==> src/rtl/read_return_router.sv <==
`default_nettype none
// ============================================================================
//  Module      : read_return_router
//  Description : Routes returning read words to the requester port that
//                issued them, using an in-order FIFO of one-hot port tags.
//  Revision    : 1.0 - initial release
// ============================================================================
module read_return_router #(
    parameter int DATA_WIDTH = 48,
    parameter int PORT_NUM   = 3,
    parameter int TAG_DEPTH  = 8,
    parameter int CNT_WIDTH  = 4
) (
    input  logic                           clk,
    input  logic                           rst_n,
    input  logic                           issue_valid,
    input  logic [PORT_NUM-1:0]            issue_onehot,
    output logic                           issue_ready,
    input  logic                           rsp_valid,
    input  logic [DATA_WIDTH-1:0]          rsp_data,
    output logic [PORT_NUM-1:0]            port_valid,
    output logic [DATA_WIDTH*PORT_NUM-1:0] port_data,
    output logic [CNT_WIDTH-1:0]           outstanding_cnt,
    output logic                           err_onehot,
    output logic                           err_unexpected
);

    localparam int                   PTR_W  = $clog2(TAG_DEPTH);
    localparam logic [CNT_WIDTH-1:0] C_FULL = CNT_WIDTH'(TAG_DEPTH);

    logic [PORT_NUM-1:0]            r_tag_mem [TAG_DEPTH];
    logic [PTR_W-1:0]               r_wptr;
    logic [PTR_W-1:0]               r_rptr;
    logic [CNT_WIDTH-1:0]           r_cnt;
    logic                           r_alive;
    logic [PORT_NUM-1:0]            r_port_valid;
    logic [DATA_WIDTH*PORT_NUM-1:0] r_port_data;
    logic                           r_err_onehot;
    logic                           r_err_unexpected;

    logic [PORT_NUM-1:0]            w_sel_minus_one;
    logic                           w_sel_onehot;
    logic                           w_issue_ok;
    logic                           w_push;
    logic                           w_pop;
    logic [PORT_NUM-1:0]            w_head;
    logic [DATA_WIDTH*PORT_NUM-1:0] w_lane_data;

    // Exactly one bit set: nonzero and clearing the lowest set bit leaves zero.
    assign w_sel_minus_one = issue_onehot - PORT_NUM'(1);
    assign w_sel_onehot    = (|issue_onehot) && !(|(issue_onehot & w_sel_minus_one));

    // r_alive holds issue_ready low until the first clock after reset release.
    assign issue_ready = r_alive && (r_cnt != C_FULL);
    assign w_issue_ok  = issue_valid && issue_ready;
    assign w_push      = w_issue_ok && w_sel_onehot;
    assign w_pop       = rsp_valid && (r_cnt != '0);
    assign w_head      = r_tag_mem[r_rptr];

    for (genvar gi = 0; gi < PORT_NUM; gi++) begin : g_lane
        assign w_lane_data[gi*DATA_WIDTH +: DATA_WIDTH] =
            rsp_data & {DATA_WIDTH{w_pop && w_head[gi]}};
    end

    always_ff @(posedge clk) begin
        if (w_push) begin
            r_tag_mem[r_wptr] <= issue_onehot;
        end
    end

    always_ff @(posedge clk or negedge rst_n) begin
        if (!rst_n) begin
            r_wptr           <= '0;
            r_rptr           <= '0;
            r_cnt            <= '0;
            r_alive          <= 1'b0;
            r_port_valid     <= '0;
            r_port_data      <= '0;
            r_err_onehot     <= 1'b0;
            r_err_unexpected <= 1'b0;
        end else begin
            r_alive          <= 1'b1;
            r_port_valid     <= w_pop ? w_head : '0;
            r_port_data      <= w_lane_data;
            r_err_onehot     <= w_issue_ok && !w_sel_onehot;
            r_err_unexpected <= rsp_valid && (r_cnt == '0);
            if (w_push) begin
                r_wptr <= r_wptr + PTR_W'(1);
            end
            if (w_pop) begin
                r_rptr <= r_rptr + PTR_W'(1);
            end
            case ({w_push, w_pop})
                2'b10:   r_cnt <= r_cnt + CNT_WIDTH'(1);
                2'b01:   r_cnt <= r_cnt - CNT_WIDTH'(1);
                default: r_cnt <= r_cnt;
            endcase
        end
    end

    assign port_valid      = r_port_valid;
    assign port_data       = r_port_data;
    assign outstanding_cnt = r_cnt;
    assign err_onehot      = r_err_onehot;
    assign err_unexpected  = r_err_unexpected;

endmodule
`default_nettype wire
==> config.mk <==
export PLATFORM = sky130hd
export DESIGN_NAME = read_return_router
export DESIGN_NICKNAME = d
export VERILOG_FILES = /design/src/rtl/read_return_router.sv
export SDC_FILE = /design/constraint.sdc
export NUM_CORES = 1
export LEC_CHECK = 0
export ABC_AREA = 0
export ABC_CLOCK_PERIOD_IN_PS = 2850
export BUFFER_PORTS_ARGS = -buffer_cell sky130_fd_sc_hd__buf_2
export CORE_ASPECT_RATIO = 1.4
export CORE_MARGIN = 4
export CORE_UTILIZATION = 45
export CTS_CLUSTER_SIZE = 10
export DETAILED_ROUTE_END_ITERATION = 16
export HOLD_SLACK_MARGIN = 0.05
export PLACE_DENSITY = 0.8
export SLEW_MARGIN = 40
export SYNTH_ARGS = -nofsm -noshare
export SYNTH_HDL_FRONTEND = slang
export SYNTH_SLANG_ARGS = --single-unit
export TNS_END_PERCENT = 30
==> constraint.sdc <==
create_clock -name clk -period 2.85 [get_ports clk]
set_input_delay 0.1425 -clock clk [delete_from_list [all_inputs] [get_ports clk]]
set_output_delay 0.1425 -clock clk [all_outputs]
set_load 0.1 [all_outputs]
Word level (Yosys, flattened, before mapping)
Memories as Yosys holds them, arrays and structs flattened.
Cells that the tools add are included.

word-level totals
  flip-flop bits (word level) = 160
  memories = 1
  output and inout bits = 154
  word-level logic and storage cells = 42
  bits of input ports = 55
  RAM bits = 24

memory list
  memory     words  width  rd ports  clocked after memory_dff  wr ports  RTL line  text
  r_tag_mem  8      3      1         0                         1         31        logic [PORT_NUM-1:0] r_tag_mem [TAG_DEPTH];

operators by class
  bitwise logic cells = 4
  mux-type cells = 4
  add/sub/neg operators = 5
  reduce and logical (&&, ||, !) cells = 17
  equal/unequal tests = 3

operators with widths
  kind                 number
  $and 48x48->48       3
  $logic_and 1x1->1    10
  $pmux 4 s2           1
  $add 3x1->3 const B  2
  $reduce_or 3->1      2
  $add 4x1->4 const B  1
  $logic_not 4->1      1
  $ne 4x4->1 const B   1
  $reduce_bool 4->1    1
  $sub 4x1->4 const B  1
  $and 3x3->3          1
  $mux 3               1
  $sub 3x1->3 const B  1
  $eq 2x1->1 const B   1
  $eq 2x2->1 const B   1
  $logic_not 1->1      2
  $mux 1               2
  $reduce_bool 2->1    1

Depth between registers and ports, before layout
Gate-level depths: netlist of run 1.

  word-level depth = 8
  depth in mapped cells = 12
  gate-level depth less buffers = 10

Worst setup path before layout of run 1
OpenSTA, ideal clock, no wires.

  path kind = register -> register
  start = register r_cnt[2] (netlist: outstanding_cnt[2])
  end = register r_cnt[2] (netlist: outstanding_cnt[2])
  clock period less this slack = 3032 ps
  arrival time = 2867 ps
  setup time = 165 ps
  buffers on the path = 2
  data required time = 2685 ps
  cell stages (with the launch flop) = 13
  slack = -182 ps
  cell sequence = dfrtp_1 -> nor4_1 -> nand2b_1 -> buf_2 -> inv_2 -> clkbuf_1 -> ha_1 -> xor2_1 -> ha_1 -> a21oi_1 -> xor2_1 -> nor2_1 -> xor2_1

between the ends
  elaborated cells between the ends (all ways) = 12
  classes of those cells = add/sub (2); eq/ne (3); mux (1); reduce/logical (6)

RTL lines
  item                                                    RTL line  text
  from (decl)                                             34        logic [CNT_WIDTH-1:0] r_cnt;
  from (signal assigned)                                  94        2'b10: r_cnt <= r_cnt + CNT_WIDTH'(1);
  from (signal assigned)                                  95        2'b01: r_cnt <= r_cnt - CNT_WIDTH'(1);
  from (signal assigned)                                  96        default: r_cnt <= r_cnt;
  $reduce_bool 4->1 *                                     57        assign w_pop = rsp_valid && (r_cnt != '0);
  $logic_and 1x1->1 *                                     57
  named net w_pop                                         45        logic w_pop;
  $eq 2x1->1 / $eq 2x2->1 (equally long branches)         93        case ({w_push, w_pop})
  $pmux 4 s2 / $reduce_bool 2->1 (equally long branches)  -

The timed path passes the listed nets; every way through them passes the cells marked *.
A chain may end at the register's enable or synchronous reset.

Worst setup path in the final report of run 1
  start = register r_cnt[2] (netlist: outstanding_cnt[2])
  end = register r_cnt[2] (netlist: outstanding_cnt[2])

between the ends
  cells in the longest elaborated chain, start to end = 6
  elaborated cells between the ends (all ways) = 12
  classes of those cells = add/sub (2); eq/ne (3); mux (1); reduce/logical (6)

RTL lines
  item                                                    RTL line  text
  $ne 4x4->1                                              54        assign issue_ready = r_alive && (r_cnt != C_FULL);
  $logic_and 1x1->1                                       54
  $logic_and 1x1->1                                       55        assign w_issue_ok = issue_valid && issue_ready;
  $logic_and 1x1->1                                       56        assign w_push = w_issue_ok && w_sel_onehot;
  $eq 2x1->1 / $eq 2x2->1 (equally long branches)         93
  $pmux 4 s2 / $reduce_bool 2->1 (equally long branches)  -

Several ways; a longest one is shown, not always the timed one.

==> summary.md, run 1 <==
| Metric | Value |
|---|---|
| # nets final | between 700 and 800 |
| Clk pin slew, worst setup/hold paths | 0.07 ns |
| Status | finished, final reports clean |
| Placer Congestion | roughly 0.75 |
| Mapped Avg Cell Area | 13.2 um^2 |
| # H-tree levels | 4 |
| RSZ-0062 raised after global routing | no |
| Synth Area in Compound Gates | 0.00648 |
| Critical path peak fanout | 7 |
| Util after Layout | 0.635 |
| Tcrit/Tclk final | 0.918 |
| Multi-input logic area | ~1300 um^2 |
| R2R Setup Slk | between 0.2 and 0.25 ns |
| Share of layout cells above drive strength 1 | 0.353 |
| CP startpoint kind | flip-flop |
| Commonest non-fill, non-tap cell in the layout | buf_2 |
| Wire per inst | 15.9 um |
| Final worst-path setup slack | between 0.2 and 0.25 ns |
| CTS buffer count | 17 |
| Max Fclk | roughly 0.38 GHz |
| Starting density of the core | 0.460 |
| I/O Buffers | around 210 |
| Remaining antenna violation count | 0 |
| Sequential element share of the synthesized area | 0.764 |
| Area leader, netlist | dfrtp_1 |
| Hold Path Depth | 1 |
| Mux cell area share after synthesis | 0.0350 |
| CTS resizes | 0 |
| Area of the die | about 16,000 um^2 |
| Die W | 107 um |
| Worst Setup Path Type | reg -> reg |
| Synth area leaders | dfrtp_1, edfxtp_1, nor2_1, nand2_1, mux4_2 |
| Crit end category | flip-flop |
| I/O pins | about 210 |
| Synth top area share | 0.648 |
| FF-to-FF path depth | 10 |
| Post-synth EDFFs | 24 |
| CP max stage cell | or4b_1 |
| Min Tclk post-route | roughly 2.6 ns |
| Highest-count cells in the layout ignoring fill and taps | buf_2, dfrtp_1, nor2_1 |
| #FFs+latches synth | 184 |
| RR Startpoint | outstanding_cnt[2] |
| Total Wirelength | approximately 15 mm |
| Mapped cell area | just over 6000 um^2 |
| HPWL after DPL | approximately 9.4 mm |
| Max Cap Violations | 0 |
| Critical path's top delay family | simple AND/OR/NAND/NOR gates |
| Reg2Reg Capture Point | outstanding_cnt[2] |
| Hold_sp | issue_onehot[1] |
| Vias per cell | between 4 and 5 |
| Final Hold Viols | 0 |
| Finish-stage setup viols | 0 |
| Die H | ~150 um |
| Placed cell count | 842 |
| Slew HR | 0.592 |
| Overflow after GRT | 0 |
| Vias | 4,367 |
| Worst hold endpoint | r_tag_mem[5][1] |
| Core Region | about 13,000 um^2 |
| Worst Tran Pin Value | a little over 0.6 ns |
| Largest family of logic cells by synthesized area | simple AND/OR/NAND/NOR gates |
| Xor and xnor fraction of the mapped netlist area | 0.0142 |
| WP data arrival | slightly below 3 ns |
| Fin. max-slew vios | 0 |
| Register area | 4730 um^2 |
| Sink Count | 184 |
| Clk root buf | clkbuf_16 |
| Clk_lat worst skew | ~0.42 ns |
| Initial antenna violation count | 0 |
| Number of DRC markers in iteration 0 | between 150 and 200 |
| Cell mode on critical path | xor2_1 |
| Critical Path Max Stage Delay | around 0.55 ns |
| Clock Path Buffers | 2 |
| First-pass GRT wire length | around 23 mm |
| Syn. warnings | 0 |
| Finished Layout Cells | 926 |
| Predominant post-synthesis flop cell | dfrtp_1 |
| Setup_tns | 0 ns |
| Worst path required time | ~3.2 ns |
| Hold Crit Class | in -> reg |
| # rows | 50 |
| Synth Area in Simple Gates | 0.145 |
| CTS tree | done |
| Pre-CTS WS | between 0.2 and 0.3 ns |
| Via count of the first global-routing pass | 4,668 |
| Pre-antenna DRT Iters | 5 |
| CP Cell Sequence | or4b_1, and3_1, nand2_2, ha_1, xor2_1, ha_1, a21oi_1, xor2_1, nor2_1, xor2_1 |
| Cell variety after synth | 34 |
| Total track usage | 0.193 |
| Max Clock Skew | roughly 0.012 ns |
| Cell count after synthesis | 468 |
| N_diodes | 0 |
| Asr flop ratio synth | 0.870 |
| # DRC | 0 |
| Fillcell total | approximately 990 |
| Post-synthesis adder-cell area fraction | 0.0101 |
| Area Overhead vs Synth | 38.0% |
| Largest net degree at the start of global routing | 67 |
| WP buf/inv | 0 |
| Mapped Nets | between 500 and 600 |
==> state kept, by name, summed over array words and instances (netlist names) <==
signal,cells
outstanding_cnt,4
port_valid,3
port_data,144
err_onehot,1
r_rptr,3
r_wptr,3
r_tag_mem,24
r_alive,1
err_unexpected,1
==> routing by layer <==
layer / wire, um / track usage
met1: 5270 / 0.207
met2: 8080 / 0.353
met3: 928 / 0.0523
met4: 413 / 0.0819
met5: 0 / 0
==> worst max-delay path by stage <==
stage	from	endpoint	slack (ns)	depth (start not counted)
detailed placement	outstanding_cnt[2]	outstanding_cnt[2]	0.26	10
finish	outstanding_cnt[2]	outstanding_cnt[2]	0.24	10
global placement	outstanding_cnt[2]	outstanding_cnt[2]	0.33	10
CTS	outstanding_cnt[2]	outstanding_cnt[2]	0.23	10
floorplan	outstanding_cnt[2]	outstanding_cnt[2]	0.15	12
global route	outstanding_cnt[2]	outstanding_cnt[2]	0.06	10
==> synth_stat cells (2+ instances only) <==
cell and count:
nand3_1 2, nand2_1 53, mux2i_4 2, xor2_1 5, nand2b_1 4, mux4_2 6
buf_6 4, nand3b_1 2, xnor2_1 5, nor3_1 2, clkbuf_1 3, nor2_1 155
ha_1 5, buf_2 14, buf_4 3, and2_1 2, edfxtp_1 24, dfrtp_1 160
a21oi_1 2
==> per-stage QoR <==
step                hold WS (ns)  area, um^2
finish                    0.0630        8530
global route              0.0502        8530
CTS                       0.0515        8530
detailed placement         0.184        7420
global placement           0.166        7420
floorplan                 -0.153        6190
==> timing repair <==
| item | CTS | global route |
|---|---|---|
| hold buffers | 52 | 0 |
| hold endpoints to repair | 225 | 0 |
| setup buffers | 0 | 0 |
==> logic make-up (layout without fill, tap and decap cells) <==
family,count (synthesis),after routing
flops,184,184
compound gates,6,6
other cells,1,1
buf+inv,25,301
fa+ha+maj,5,5
mux,11,11
xor+xnor,10,10
simple gates,226,226
==> area by class of cell <==
cell class / instances / share of cell area
inverter: 1 / 0.000440
tap: 182 / 0.0267
timing repair buffer: 268 / 0.195
clock inverter: 12 / 0.0147
multi-input combinational: 259 / 0.154
clock buffer: 20 / 0.0548
sequential: 184 / 0.554
Power of run 1 is not shown: default switching activity piles up to over one toggle a cycle in this logic, so the estimate is an artifact.
==> inputs of run 2 (changes only) <==
- ABC_CLOCK_PERIOD_IN_PS: 2850 -> 3100
- clock period: 2.85 -> 3.1 ns (I/O delays scaled with it)
==> run 2 against run 1 <==
Register-to-register slack improved by 0.23 ns. Clock skew about the same. Die area unchanged. Wire length is 1.4% higher. Setup slack gained 0.23 ns. Via count is 1.3% lower. Flip-flop and latch count unchanged. Utilization down 0.25 points. Worst hold slack lost 0.00064 ns. Final cell count unchanged.
==> summary.md, run 2 (same netlist as run 1, synthesis figures left out) <==
| Metric | Value |
|---|---|
| Clk pin slew, worst setup/hold paths | about 0.07 ns |
| Min Tclk post-route | 2.64 ns |
| Wire per inst | around 16 um |
| Initial antenna violation count | 1 |
| Total track usage | 0.196 |
| Finish-stage setup viols | 0 |
| Number of DRC markers in iteration 0 | about 160 |
| Largest net degree at the start of global routing | 59 |
| # DRC | 0 |
| HPWL after DPL | ~9.8 mm |
| Tcrit/Tclk final | 0.851 |
| Sink Count | ~180 |
| CTS buffer count | 17 |
| Via count of the first global-routing pass | 4,776 |
| Final hold slack | slightly above 0.06 ns |
| First-pass GRT wire length | roughly 24 mm |
| Commonest non-fill, non-tap cell in the layout | buf_2 |
| Vias per cell | around 4.7 |
| Area Overhead vs Synth | 37.5% |
| Core Region | approximately 13,000 um^2 |
| Worst Tran Pin Value | between 0.5 and 0.6 ns |
| CTS tree | done |
| FF-to-FF path depth | 10 |
| Starting density of the core | 0.460 |
| Critical path peak fanout | 7 |
| Max Fclk | approximately 0.38 GHz |
| Crit end category | flip-flop |
| Total Wirelength | 14.9 mm |
| Share of layout cells above drive strength 1 | 0.351 |
| Die W | 107 um |
| Placer Congestion | ~0.76 |
| Clock Path Buffers | 2 |
| Final Hold Viols | 0 |
| Hold Crit Class | in -> reg |
| Max Clock Skew | 0.0117 ns |
| # H-tree levels | 4 |
| # rows | 50 |
| Setup_tns | 0 ns |
| Worst Setup SP | outstanding_cnt[2] |
| Status | finished, final reports clean |
| I/O Buffers | between 200 and 250 |
| Highest-count cells in the layout ignoring fill and taps | buf_2, dfrtp_1, nor2_1 |
| I/O pins | 209 |
| WP data arrival | just under 3 ns |
| RR Startpoint | outstanding_cnt[2] |
| Hold_sp | issue_onehot[0] |
| Slew HR | 0.604 |
| Hold Path Depth | 1 |
| Clk_lat worst skew | between 0.4 and 0.5 ns |
| Remaining antenna violation count | 0 |
| Die H | between 100 and 150 um |
| RSZ-0062 raised after global routing | no |
| Worst Setup Path Type | reg -> reg |
| Fin. max-slew vios | 0 |
| Area of the die | ~16,000 um^2 |
| Worst path required time | around 3.4 ns |
| Vias | approximately 4.3k |
| Pre-antenna DRT Iters | 4 |
| Clk root buf | clkbuf_16 |
| Fillcell total | between 1k and 1.5k |
| CP startpoint kind | flip-flop |
| Overflow after GRT | 0 |
| # nets final | 790 |
| Max reg flops | 144 |
| Max Cap Violations | 0 |
run 2: changes by cell type in the layout (fill, tap and decap cells not counted), sizes merged:
cell	change
buf	+2
clkinv	-1
clkinvlp	+1
diode	+1
dlygate4sd3	-3
run 2: repair_timing:
item                      in CTS  in global routing
hold buffers                  49                  0
resized for setup              0                  0
hold endpoints to repair     197                  0
setup buffers                  0                  0
run 2: path summary, 6_finish.rpt:
kind / to / slack (ns)
setup / recovery: outstanding_cnt[2] / 0.46
hold / removal: r_tag_mem[1][0] / 0.06
setup reg to reg: outstanding_cnt[2] / 0.46
hold reg to reg: outstanding_cnt[3] / 0.53
max in group asynchronous: port_data[48] / 2.08
min in group asynchronous: port_data[44] / 0.25
run 2: area by class of cell:
| class | count | area, um^2 | area share |
|---|---|---|---|
| flip-flops and latches | 184 | 4720 | 0.556 |
| clock inverters | 12 | 121 | 0.0143 |
| clock buffers | 20 | 468 | 0.0550 |
| inverters | 1 | 3.75 | 0.000442 |
| repair buffers | 267 | 1640 | 0.193 |
| diodes | 1 | 2.50 | 0.000294 |
| well taps | 182 | 228 | 0.0268 |
| multi-input cells | 259 | 1320 | 0.155 |
run 2: worst max-delay path: stages (launching register included):
cell and delay, ns:
dfrtp_1 0.46, or4b_1 0.57, and3_1 0.26, nand2_2 0.14, ha_1 0.28, xor2_1 0.10
ha_1 0.21, a21oi_1 0.15, xor2_1 0.15, nor2_1 0.07, xor2_1 0.14
run 2: stage by stage:
step	cells	instance area, um^2	setup WS, ns	utilization
6_report	926	8500	0.461	0.632
5_1_grt	926	8500	0.323	0.632
4_1_cts	925	8500	0.483	0.632
3_5_place_dp	844	7420	0.513	0.552
3_3_place_gp	844	7420	0.582	0.552
2_1_floorplan	468	6180	0.0680	-
run 2: routing by layer:
layer	track usage	vias to the layer above	wire length, um
met5	0	-	0
met4	0.0857	0	486
met3	0.0532	39	874
met2	0.352	175	8000
met1	0.214	2097	5530
li1	-	2001	-
Power of run 2 is left out for the same reason.
==> inputs of run 3 (changes only) <==
- CORE_MARGIN: 4 -> 10
==> run 3 against run 2 <==
Flip-flop and latch count stayed put. Worst hold slack better by 0.17 ns. Global-route usage is 2.8 points lower. Count of clock-buffer cells in the layout is 1 lower. Critical path depth stayed put. Clock skew is 0.0017 ns lower. Register-to-register slack worse by 0.02 ns. Utilization is 0.20 points higher. Critical path type unchanged. Critical endpoint unchanged. Highest routed layer unchanged.
==> summary.md, run 3 (same netlist as run 1, synthesis figures left out) <==
| Metric | Value |
|---|---|
| Share of layout cells above drive strength 1 | 0.350 |
| Tcrit/Tclk final | 0.858 |
| CTS tree | done |
| Fin. max-slew vios | 0 |
| Number of DRC markers in iteration 0 | ~340 |
| Vias | 4,369 |
| Max reg flops | 144 |
| Max Cap Violations | 0 |
| I/O Buffers | 208 |
| Die W | roughly 120 um |
| Overflow after GRT | 0 |
| R2R Setup Slk | approximately 0.44 ns |
| Final worst-path setup slack | between 0.4 and 0.5 ns |
| Crit end category | flip-flop |
| Clk pin slew, worst setup/hold paths | ~0.07 ns |
| CTS resizes | 0 |
| Area Overhead vs Synth | 37.9% |
| FF-to-FF path depth | 10 |
| Via count of the first global-routing pass | around 4.7k |
| WP data arrival | 2.95 ns |
| Max Fclk | ~0.38 GHz |
| Util after Layout | 0.634 |
| CP startpoint kind | flip-flop |
| Die H | ~160 um |
| Placer Congestion | about 0.8 |
| Worst Tran Pin Value | approximately 0.7 ns |
| Reg2Reg Capture Point | outstanding_cnt[2] |
| Largest net degree at the start of global routing | 80 |
| Core Region | approximately 13,000 um^2 |
| Clock Path Buffers | 2 |
| Pre-antenna DRT Iters | 5 |
| # DRC | 0 |
| # hold bufs at CTS | 52 |
| CTS buffer count | 17 |
| Vias per cell | approximately 4.7 |
| Pre-CTS WS | 0.466 ns |
| # H-tree levels | 4 |
| Hold Path Depth | 3 |
| First-pass GRT wire length | 25.4 mm |
| HPWL after DPL | roughly 11 mm |
| Total track usage | 0.168 |
| Remaining antenna violation count | 0 |
| Sink Count | between 150 and 200 |
| RSZ-0062 raised after global routing | no |
| Worst path required time | approximately 3.4 ns |
| Setup_tns | 0 ns |
| Final Hold Viols | 0 |
| Initial antenna violation count | 3 |
| Status | finished, final reports clean |
| Area of the die | between 15,000 and 20,000 um^2 |
| Hold_sp | issue_valid |
| Worst Setup Path Type | reg -> reg |
| Total Wirelength | 16.1 mm |
| RR Startpoint | outstanding_cnt[2] |
| Critical path peak fanout | 7 |
| Clk_lat worst skew | 0.41 ns |
| Wire per inst | ~17 um |
| Final hold slack | roughly 0.23 ns |
| Max Clock Skew | between 0.009 and 0.01 ns |
| Worst hold endpoint | err_onehot |
| Clk root buf | clkbuf_16 |
| Highest-count cells in the layout ignoring fill and taps | buf_2, dfrtp_1, nor2_1 |
| Min Tclk post-route | 2.66 ns |
| Finish-stage setup viols | 0 |
| Slew HR | 0.538 |
| Post-CTS Setup Inserts | 0 |
| Starting density of the core | 0.460 |
| # rows | 50 |
| # nets final | ~790 |
| Commonest non-fill, non-tap cell in the layout | buf_2 |
| I/O pins | between 200 and 250 |
| Hold Crit Class | in -> reg |
[run 3: changes by cell type in the layout (fill, tap and decap cells not counted)]
| cell | previous run | this run |
|---|---|---|
| dlygate4sd3_1 | 49 | 53 |
| clkinv_4 | 3 | 1 |
| diode_2 | 1 | 3 |
| inv_6 | 3 | 5 |
| inv_8 | 4 | 2 |
| buf_12 | 2 | 1 |
| clkbuf_1 | 1 | 0 |
| clkinv_2 | 0 | 1 |
| clkinv_8 | 1 | 2 |
| clkinvlp_4 | 1 | 2 |
[run 3: worst max path at each step]
| stage | startpoint | endpoint | slack (ns) | depth (start not counted) |
|---|---|---|---|---|
| finish | outstanding_cnt[2] | outstanding_cnt[2] | 0.44 | 10 |
| global route | outstanding_cnt[2] | outstanding_cnt[2] | 0.29 | 10 |
| CTS | outstanding_cnt[2] | outstanding_cnt[2] | 0.44 | 10 |
| detailed placement | outstanding_cnt[2] | outstanding_cnt[2] | 0.47 | 10 |
| global placement | outstanding_cnt[2] | outstanding_cnt[2] | 0.57 | 10 |
| floorplan | outstanding_cnt[2] | outstanding_cnt[2] | 0.07 | 12 |
[run 3: worst max-delay path: stages (launching register included)]
cell and delay (ns):
dfrtp_1 0.46, or4b_1 0.55, and3_1 0.25, nand2_2 0.14, ha_1 0.30, xor2_1 0.11, ha_1 0.19, a21oi_1 0.15
xor2_1 0.19, nor2_1 0.07, xor2_1 0.14
[run 3: routing by layer]
metal  part of all wire  global-route usage
met5                  0                   0
met2               0.53               0.289
met1               0.36               0.179
met4              0.029              0.0752
met3              0.075              0.0624
[run 3: area by class of cell]
type / count / area (um^2)
fill: 986 / 4920
sequential: 184 / 4720
timing repair buffer: 270 / 1660
multi-input combinational: 259 / 1320
clock buffer: 19 / 464
tap: 182 / 228
clock inverter: 13 / 128
antenna: 3 / 7.51
inverter: 1 / 3.75
[run 3: through the flow]
step	area, um^2	std cells
CTS	8510	927
detailed placement	7400	843
global placement	7400	843
floorplan	6180	468
finish	8530	931
global route	8530	931
Power of run 3 is left out for the same reason.
